==> src/rtl/loader_pkg.sv <==
// Shared types and defaults for the boot-time program loader.
package loader_pkg;

  localparam int unsigned BYTE_W = 8;
  localparam int unsigned WORD_W = 32;
  localparam int unsigned TMR_W  = 24;

  localparam logic [WORD_W-1:0] END_MARKER_DEF = 32'hFFFF_FFFF;
  localparam logic [TMR_W-1:0]  TIMEOUT_DEF    = 24'd1000000;

  typedef enum logic [1:0] {
    ST_LOAD = 2'd0,
    ST_RUN  = 2'd1,
    ST_ERR  = 2'd2
  } state_e;

endpackage

==> src/rtl/program_loader.sv <==
// Boot sequencer: packs received bytes into 32-bit words, writes them to program
// memory until the end marker arrives, then releases the CPU and forwards bytes.
module program_loader
  import loader_pkg::*;
#(
  parameter int unsigned         ADDR_W     = 14,
  parameter logic [WORD_W-1:0]   END_MARKER = END_MARKER_DEF,
  parameter logic [TMR_W-1:0]    TIMEOUT    = TIMEOUT_DEF
) (
  input  logic              clk,
  input  logic              xrst,
  input  logic [BYTE_W-1:0] rx_data,
  input  logic              rx_changed,
  output logic              mem_we,
  output logic [ADDR_W-1:0] mem_addr,
  output logic [WORD_W-1:0] mem_wdata,
  output logic              cpu_run,
  output logic [ADDR_W:0]   word_count,
  output logic              overflow,
  output logic [BYTE_W-1:0] fwd_data,
  output logic              fwd_valid
);

  localparam int unsigned CNT_W = ADDR_W + 1;
  localparam logic [TMR_W-1:0] TIMER_LAST = TMR_W'(TIMEOUT - 24'd1);

  state_e              state_q;
  logic [1:0]          byte_cnt_q;
  logic [WORD_W-1:0]   shift_q;
  logic [TMR_W-1:0]    timer_q;
  logic                mem_we_q;
  logic [ADDR_W-1:0]   mem_addr_q;
  logic [WORD_W-1:0]   mem_wdata_q;
  logic                cpu_run_q;
  logic [CNT_W-1:0]    word_count_q;
  logic                overflow_q;
  logic [BYTE_W-1:0]   fwd_data_q;
  logic                fwd_valid_q;

  logic [WORD_W-1:0]   word_d;
  logic                mem_full_c;

  assign word_d     = {shift_q[WORD_W-BYTE_W-1:0], rx_data};
  // Count never exceeds 2**ADDR_W, so its MSB alone flags a full memory.
  assign mem_full_c = word_count_q[ADDR_W];

  always_ff @(posedge clk or negedge xrst) begin
    if (!xrst) begin
      state_q      <= ST_LOAD;
      byte_cnt_q   <= 2'd0;
      shift_q      <= '0;
      timer_q      <= '0;
      mem_we_q     <= 1'b0;
      mem_addr_q   <= '0;
      mem_wdata_q  <= '0;
      cpu_run_q    <= 1'b0;
      word_count_q <= '0;
      overflow_q   <= 1'b0;
      fwd_data_q   <= '0;
      fwd_valid_q  <= 1'b0;
    end else begin
      mem_we_q     <= 1'b0;
      fwd_valid_q  <= 1'b0;
      // Counter follows the write pulse by one cycle.
      word_count_q <= word_count_q + CNT_W'(mem_we_q);
      unique case (state_q)
        ST_LOAD: begin
          if (rx_changed) begin
            shift_q    <= word_d;
            byte_cnt_q <= byte_cnt_q + 2'd1;
            timer_q    <= '0;
            if (byte_cnt_q == 2'd3) begin
              if (word_d == END_MARKER) begin
                cpu_run_q <= 1'b1;
                state_q   <= ST_RUN;
              end else if (mem_full_c) begin
                overflow_q <= 1'b1;
                state_q    <= ST_ERR;
              end else begin
                mem_we_q    <= 1'b1;
                mem_addr_q  <= word_count_q[ADDR_W-1:0];
                mem_wdata_q <= word_d;
              end
            end
          end else if (byte_cnt_q != 2'd0) begin
            // Idle too long mid-word: drop the partial word.
            if (timer_q == TIMER_LAST) begin
              byte_cnt_q <= 2'd0;
              timer_q    <= '0;
            end else begin
              timer_q <= timer_q + 24'd1;
            end
          end
        end
        ST_RUN: begin
          if (rx_changed) begin
            fwd_data_q  <= rx_data;
            fwd_valid_q <= 1'b1;
          end
        end
        default: ;
      endcase
    end
  end

  assign mem_we     = mem_we_q;
  assign mem_addr   = mem_addr_q;
  assign mem_wdata  = mem_wdata_q;
  assign cpu_run    = cpu_run_q;
  assign word_count = word_count_q;
  assign overflow   = overflow_q;
  assign fwd_data   = fwd_data_q;
  assign fwd_valid  = fwd_valid_q;

endmodule

==> config.mk <==
export PLATFORM = sky130hd
export DESIGN_NAME = program_loader
export DESIGN_NICKNAME = d
export VERILOG_FILES = /design/src/rtl/loader_pkg.sv /design/src/rtl/program_loader.sv
export SDC_FILE = /design/constraint.sdc
export NUM_CORES = 1
export LEC_CHECK = 0
export ABC_AREA = 1
export CAP_MARGIN = 30
export CORE_ASPECT_RATIO = 1.5
export CORE_MARGIN = 3
export CORE_UTILIZATION = 28
export CTS_BUF_LIST = sky130_fd_sc_hd__clkbuf_16
export CTS_CLUSTER_DIAMETER = 60
export DETAILED_ROUTE_END_ITERATION = 16
export GPL_TIMING_DRIVEN = 0
export PLACE_DENSITY = 0.52
export SLEW_MARGIN = 20
export SYNTH_ARGS = -nofsm -noshare
export SYNTH_HDL_FRONTEND = slang
export SYNTH_SLANG_ARGS = --single-unit
==> constraint.sdc <==
create_clock -name clk -period 3.85 [get_ports clk]
set_input_delay 0.5775 -clock clk [delete_from_list [all_inputs] [get_ports clk]]
set_output_delay 0.5775 -clock clk [all_outputs]
set_load 0.01 [all_outputs]
==> results of run 1 <==
flip-flops by register name, summed over array words and instances (netlist names):
register / cells
state_q: 2
word_count: 15
fwd_data: 8
mem_addr: 14
mem_we: 1
timer_q: 24
cpu_run: 1
shift_q: 24
fwd_valid: 1
overflow: 1
byte_cnt_q: 2
mem_wdata: 32
synth_stat cells (all sizes together):
cell type	count	share of area [%]
dfrtp	125	54
buf	18	2.0
nand2	272	18
nor2	84	5.8
inv	55	3.6
a21oi	1	0.087
xor2	15	2.3
xnor2	3	0.46
clkinv	1	0.065
o21bai	2	0.26
o21ai	24	2.2
and2	1	0.11
o22ai	1	0.11
nand3	24	2.1
clkbuf	9	0.59
nor3	10	0.96
nand4	55	6.0
ha	5	1.1
cell type report:
type,instances,area [µm²]
Inverter,56,210
Multi-Input combinational cell,497,2250
Tap cell,260,325
Clock inverter,15,209
Clock buffer,17,425
Timing Repair Buffer,84,863
Fill cell,2075,12400
Buffer,27,151
Sequential cell,125,3130
worst min-delay path by stage:
stage | cells past startpoint | slack, ns | startpoint | end
after floorplan | 0 | 0.28 | xrst | byte_cnt_q[0]
after global placement | 2 | 0.45 | mem_addr[13] | mem_addr[13]
after detailed placement | 2 | 0.46 | mem_addr[13] | mem_addr[13]
after CTS | 1 | 0.08 | xrst | mem_wdata[2]
after global routing | 1 | 0.08 | xrst | mem_wdata[2]
final | 1 | 0.06 | xrst | mem_wdata[2]
report_power, final:
group	total [mW]	internal (mW)	switching, mW
registers	1.33	1.32	0.00981
clock network	1.73	1.09	0.636
logic	0.0838	0.0299	0.0539
total	3.15	2.45	0.700
cell families (layout without fill, tap and decap cells):
family | count (synthesis) | in the layout | synth area share [%]
simple gates | 446 | 446 | 32.8
compound gates | 28 | 28 | 2.61
flops | 125 | 125 | 54.5
fa+ha+maj | 5 | 5 | 1.09
buf+inv | 83 | 199 | 6.29
xor+xnor | 18 | 18 | 2.74
metal layers:
layer	wire, µm	vias to the layer above
met5	0	-
met4	419	0
met3	768	30
met2	8500	102
met1	6390	2320
li1	-	2453
layout by cell type (no fill, tap or decap), drive strengths merged:
master	n
nand2	272
dfrtp	125
nor2	84
clkdlybuf4s50	82
inv	59
nand4	55
clkbuf	26
nand3	24
o21ai	24
buf	20
xor2	15
nor3	10
clkinv	6
ha	5
bufinv	4
xnor2	3
o21bai	2
clkinvlp	2
o22ai	1
and2	1
a21oi	1
stage by stage:
| stage | instance area [µm²] | util (%) | setup WS, ns | setup TNS, ns |
|---|---|---|---|---|
| finish | 7570 | 37.9 | 1.80 | 0 |
| global route | 7570 | 37.9 | 1.72 | 0 |
| CTS | 7570 | 37.9 | 1.77 | 0 |
| detailed placement | 6930 | 34.8 | 1.50 | 0 |
| global placement | 6900 | 34.6 | -3.11 | -387.66 |
| floorplan | 5740 | - | 2.34 | 0 |
==> qor.txt, run 1 <==
Outcome -> completed
Hold buffers post-CTS -> 0
Antenna Cells -> 0
Clock latency on the worst-skew pair -> 0.42 ns
DRT antenna net count -> 0
CP Launch Type -> flip-flop
Cell Area, Synth -> 5740 µm²
Tcrit/Tclk final -> 53.2%
Max-Cap Viols -> 0
Critical Path End Type -> primary output
Crit-path slowest cell -> clkdlybuf4s50_1
Layout cells sized above 1 -> 7.31%
Grt met2 use -> 26.8%
Post-Synthesis Mean Instance Area -> 8.15 µm²
Data arrival, critical path -> 1.47 ns
Hold Slack -> 0.0630 ns
IO Port Bufs -> 83
Power density over the cells -> 416 nW/µm²
Overall Power -> 3.15 mW
Core Region -> 19900 µm²
Largest net degree at the start of global routing -> 72
Met1 Track Usage GR -> 16.9%
R2R depth -> 8
Gates resized, CTS repair -> 0
DRC errors left -> 0
Initial drt markers -> 294
Most used routing layer -> met2
Final Hold Violating Endpoints -> 0
GRT overflow -> 0
Post-Syn Nets -> 721
Cell variety after synth -> 28
Num CTS Buffers -> 17
Num ports -> 84
CP bufs+invs -> 1
Post-DP HPWL -> 11.8 mm
Worst Max-Slew Pin Slew -> 0.597 ns
Register bit count reported by yosys -> 125
Post-CTS setup buffer count -> 0
Die height -> 181 µm
Row count -> 63
Setup CP Type -> flip-flop to primary output
Via count -> 4905
Crit path from -> word_count[4]
GRT Util Overall -> 15.1%
Chip Width -> 123 µm
Final min period -> 2.05 ns
CP Data Required Time -> 3.27 ns
Worst Path Max Fanout -> 6
DR WL/cell -> 14.9 µm
Starting Density -> 28.8%
Hold crit path type -> input port to async pin
Final #Nets -> 824
Leak -> 3.67 nW
Post-Route WL -> 16.1 mm
Sink Count -> 125
Yosys warns -> 0
Worst VDD drop -> 0.289 mV
Reg2reg setup slack -> 2.08 ns
Skew final -> 0.00974 ns
Initial antenna violation count -> 0
RSZ-0062 raised after global routing -> no
Cell Chain, Critical Path -> clkdlybuf4s50_1
Sequential area share after synthesis -> 54.5%
Clock slew at reported path FFs -> 0.06 ns
Final setup fails -> 0
Maximum clock frequency -> 489 MHz
Non-filler cells, final -> 1081
GRT met3 Usage -> 4.21%
Worst path max stage delay -> 0.59 ns
Via density -> 4.54
Drt pass-1 iters -> 4
Clock Path Buffers -> 2
Max Slew Vio Count -> 0
Placer Congestion -> 0.855
CP Capture Point -> word_count[4]
TritonCTS clock tree -> done
Critical register-to-register path startpoint -> timer_q[0]
Total stage count of the critical path -> 1
R2R Path End -> timer_q[9]
Family with the most delay on the worst path -> buffers and inverters
Clock root buffer master -> clkbuf_16
H-tree depth -> 4
First-pass GRT wire length -> 26.1 mm
Vias in the first global route -> 4985
Layout overhead on the synthesized area -> 31.7%
Die Area -> 22300 µm²
Placed cells -> 1049
Gate Count Post-Synth -> 705
Rel. slew slack -> 60.2%
Note: power is estimated with default switching activity, not from simulation.
==> inputs of run 2 (changes only) <==
==> constraint.sdc (replaced) <==
create_clock -name clk -period 2 [get_ports clk]
set_input_delay 0.3 -clock clk [delete_from_list [all_inputs] [get_ports clk]]
set_output_delay 0.3 -clock clk [all_outputs]
set_load 0.01 [all_outputs]
==> run 2 against run 1 <==
Worst hold slack better by 0.32 ns. Design area is 0.13% higher. Total power is 92% higher. Critical path depth stayed put. Sequential power is 93% higher.
==> qor.txt, run 2 (same netlist as run 1, synthesis figures left out) <==
Layout cells sized above 1 -> 7.30%
Data arrival, critical path -> 1.47 ns
Total stage count of the critical path -> 1
Maximum clock frequency -> 565 MHz
Commonest non-fill, non-tap cells in the layout -> nand2_1 (271), dfrtp_1 (125), clkdlybuf4s50_1 (82)
Via count -> 4931
GRT overflow -> 0
Sink Count -> 125
Largest net degree at the start of global routing -> 72
Final #Nets -> 825
Clock Path Buffers -> 2
Power density over the cells -> 799 nW/µm²
H-tree depth -> 4
Post-CTS setup buffer count -> 0
Worst VDD drop -> 0.553 mV
Setup CP Type -> flip-flop to primary output
Via density -> 4.56
Worst Path Max Fanout -> 6
Most common cell after layout, fill and taps aside -> nand2_1
Core Region -> 19900 µm²
Rel. slew slack -> 59.5%
Critical Path End Type -> primary output
Max FFs per register -> 32
Chip Width -> 123 µm
Initial antenna violation count -> 0
Max Slew Vio Count -> 0
Placer Congestion -> 0.855
IO Port Bufs -> 83
TritonCTS clock tree -> done
FILL cells -> 2074
Hold crit path type -> input port to async pin
Layout overhead on the synthesized area -> 31.9%
First-pass GRT wire length -> 26.1 mm
DP Area -> 6930 µm²
Starting Density -> 28.8%
Final min period -> 1.77 ns
Final instance area -> 7580 µm²
DRC errors left -> 0
Outcome -> completed
CP Launch Type -> flip-flop
Crit-path slowest cell -> clkdlybuf4s50_1
Die Area -> 22300 µm²
Hold Slack -> 0.379 ns
GRT Util Overall -> 15.1%
Num CTS Buffers -> 17
Final Hold Violating Endpoints -> 0
Clock latency on the worst-skew pair -> 0.42 ns
Initial drt markers -> 265
CP Data Required Time -> 1.70 ns
Overall Power -> 6.05 mW
Die height -> 181 µm
Post-DP HPWL -> 11.8 mm
Tcrit/Tclk final -> 88.5%
Drt pass-1 iters -> 4
Family with the most delay on the worst path -> buffers and inverters
Antenna Cells -> 0
Max-Cap Viols -> 0
Clock slew at reported path FFs -> 0.06 ns
Skew final -> 0.00966 ns
DRT antenna net count -> 0
Final setup fails -> 0
Num ports -> 84
Placed cells -> 1049
DR WL/cell -> 14.9 µm
Clock root buffer master -> clkbuf_16
R2R depth -> 5
Worst path max stage delay -> 0.59 ns
CP bufs+invs -> 1
Row count -> 63
Worst Max-Slew Pin Slew -> 0.608 ns
Cell Chain, Critical Path -> clkdlybuf4s50_1
Non-filler cells, final -> 1082
Leak -> 3.67 nW
Vias in the first global route -> 4985
Post-Route WL -> 16.1 mm
RSZ-0062 raised after global routing -> no
## run 2: routing by layer
metal  track usage [%]  share of wire (%)  vias to the layer above
met1              16.9                 39                     2327
met5                 0                  0                        -
met3              4.21                5.0                       31
met4              5.83                2.7                        0
li1                  -                  -                     2458
met2              26.8                 53                      115
## run 2: through the flow
step | worst slack (ns) | TNS, ns | util [%]
2_1_floorplan | 0.496 | 0 | -
3_3_place_gp | -4.68 | -586.09 | 34.6
3_5_place_dp | -0.0740 | -1.51 | 34.8
4_1_cts | 0.196 | 0 | 38.0
5_1_grt | 0.0980 | 0 | 38.0
6_report | 0.230 | 0 | 38.0
## run 2: final cells by class
cell class,instances,area [µm²],share of cell area (%)
Buffer,27,151,2.00
Clock buffer,17,425,5.61
Clock inverter,15,209,2.76
Inverter,56,210,2.77
Multi-Input combinational cell,497,2250,29.8
Sequential cell,125,3130,41.3
Tap cell,260,325,4.29
Timing Repair Buffer,85,873,11.5
## run 2: final timing paths
| kind | endpoint | from | slack, ns |
|---|---|---|---|
| worst max-delay path | word_count[4] | word_count[4] | 0.23 |
| worst min-delay path | mem_wdata[2] | xrst | 0.38 |
| worst max register to register | mem_addr[9] | word_count[14] | 0.24 |
| worst min register to register | mem_wdata[22] | mem_wdata[22] | 0.47 |
| max in group asynchronous | timer_q[13] | xrst | 0.92 |
| min in group clk | mem_wdata[22] | mem_wdata[22] | 0.47 |
## run 2: power breakdown
part	switching (mW)	total, mW	internal, mW
clock	1.22	3.32	2.10
sequential	0.0189	2.57	2.55
combinational	0.104	0.163	0.0587
## run 2: what timing repair did
| item | 4_1_cts | 5_1_grt |
|---|---|---|
| hold buffers | 1 | 0 |
| resized for setup | 0 | 0 |
| endpoints found under the hold margin | 54 | 0 |
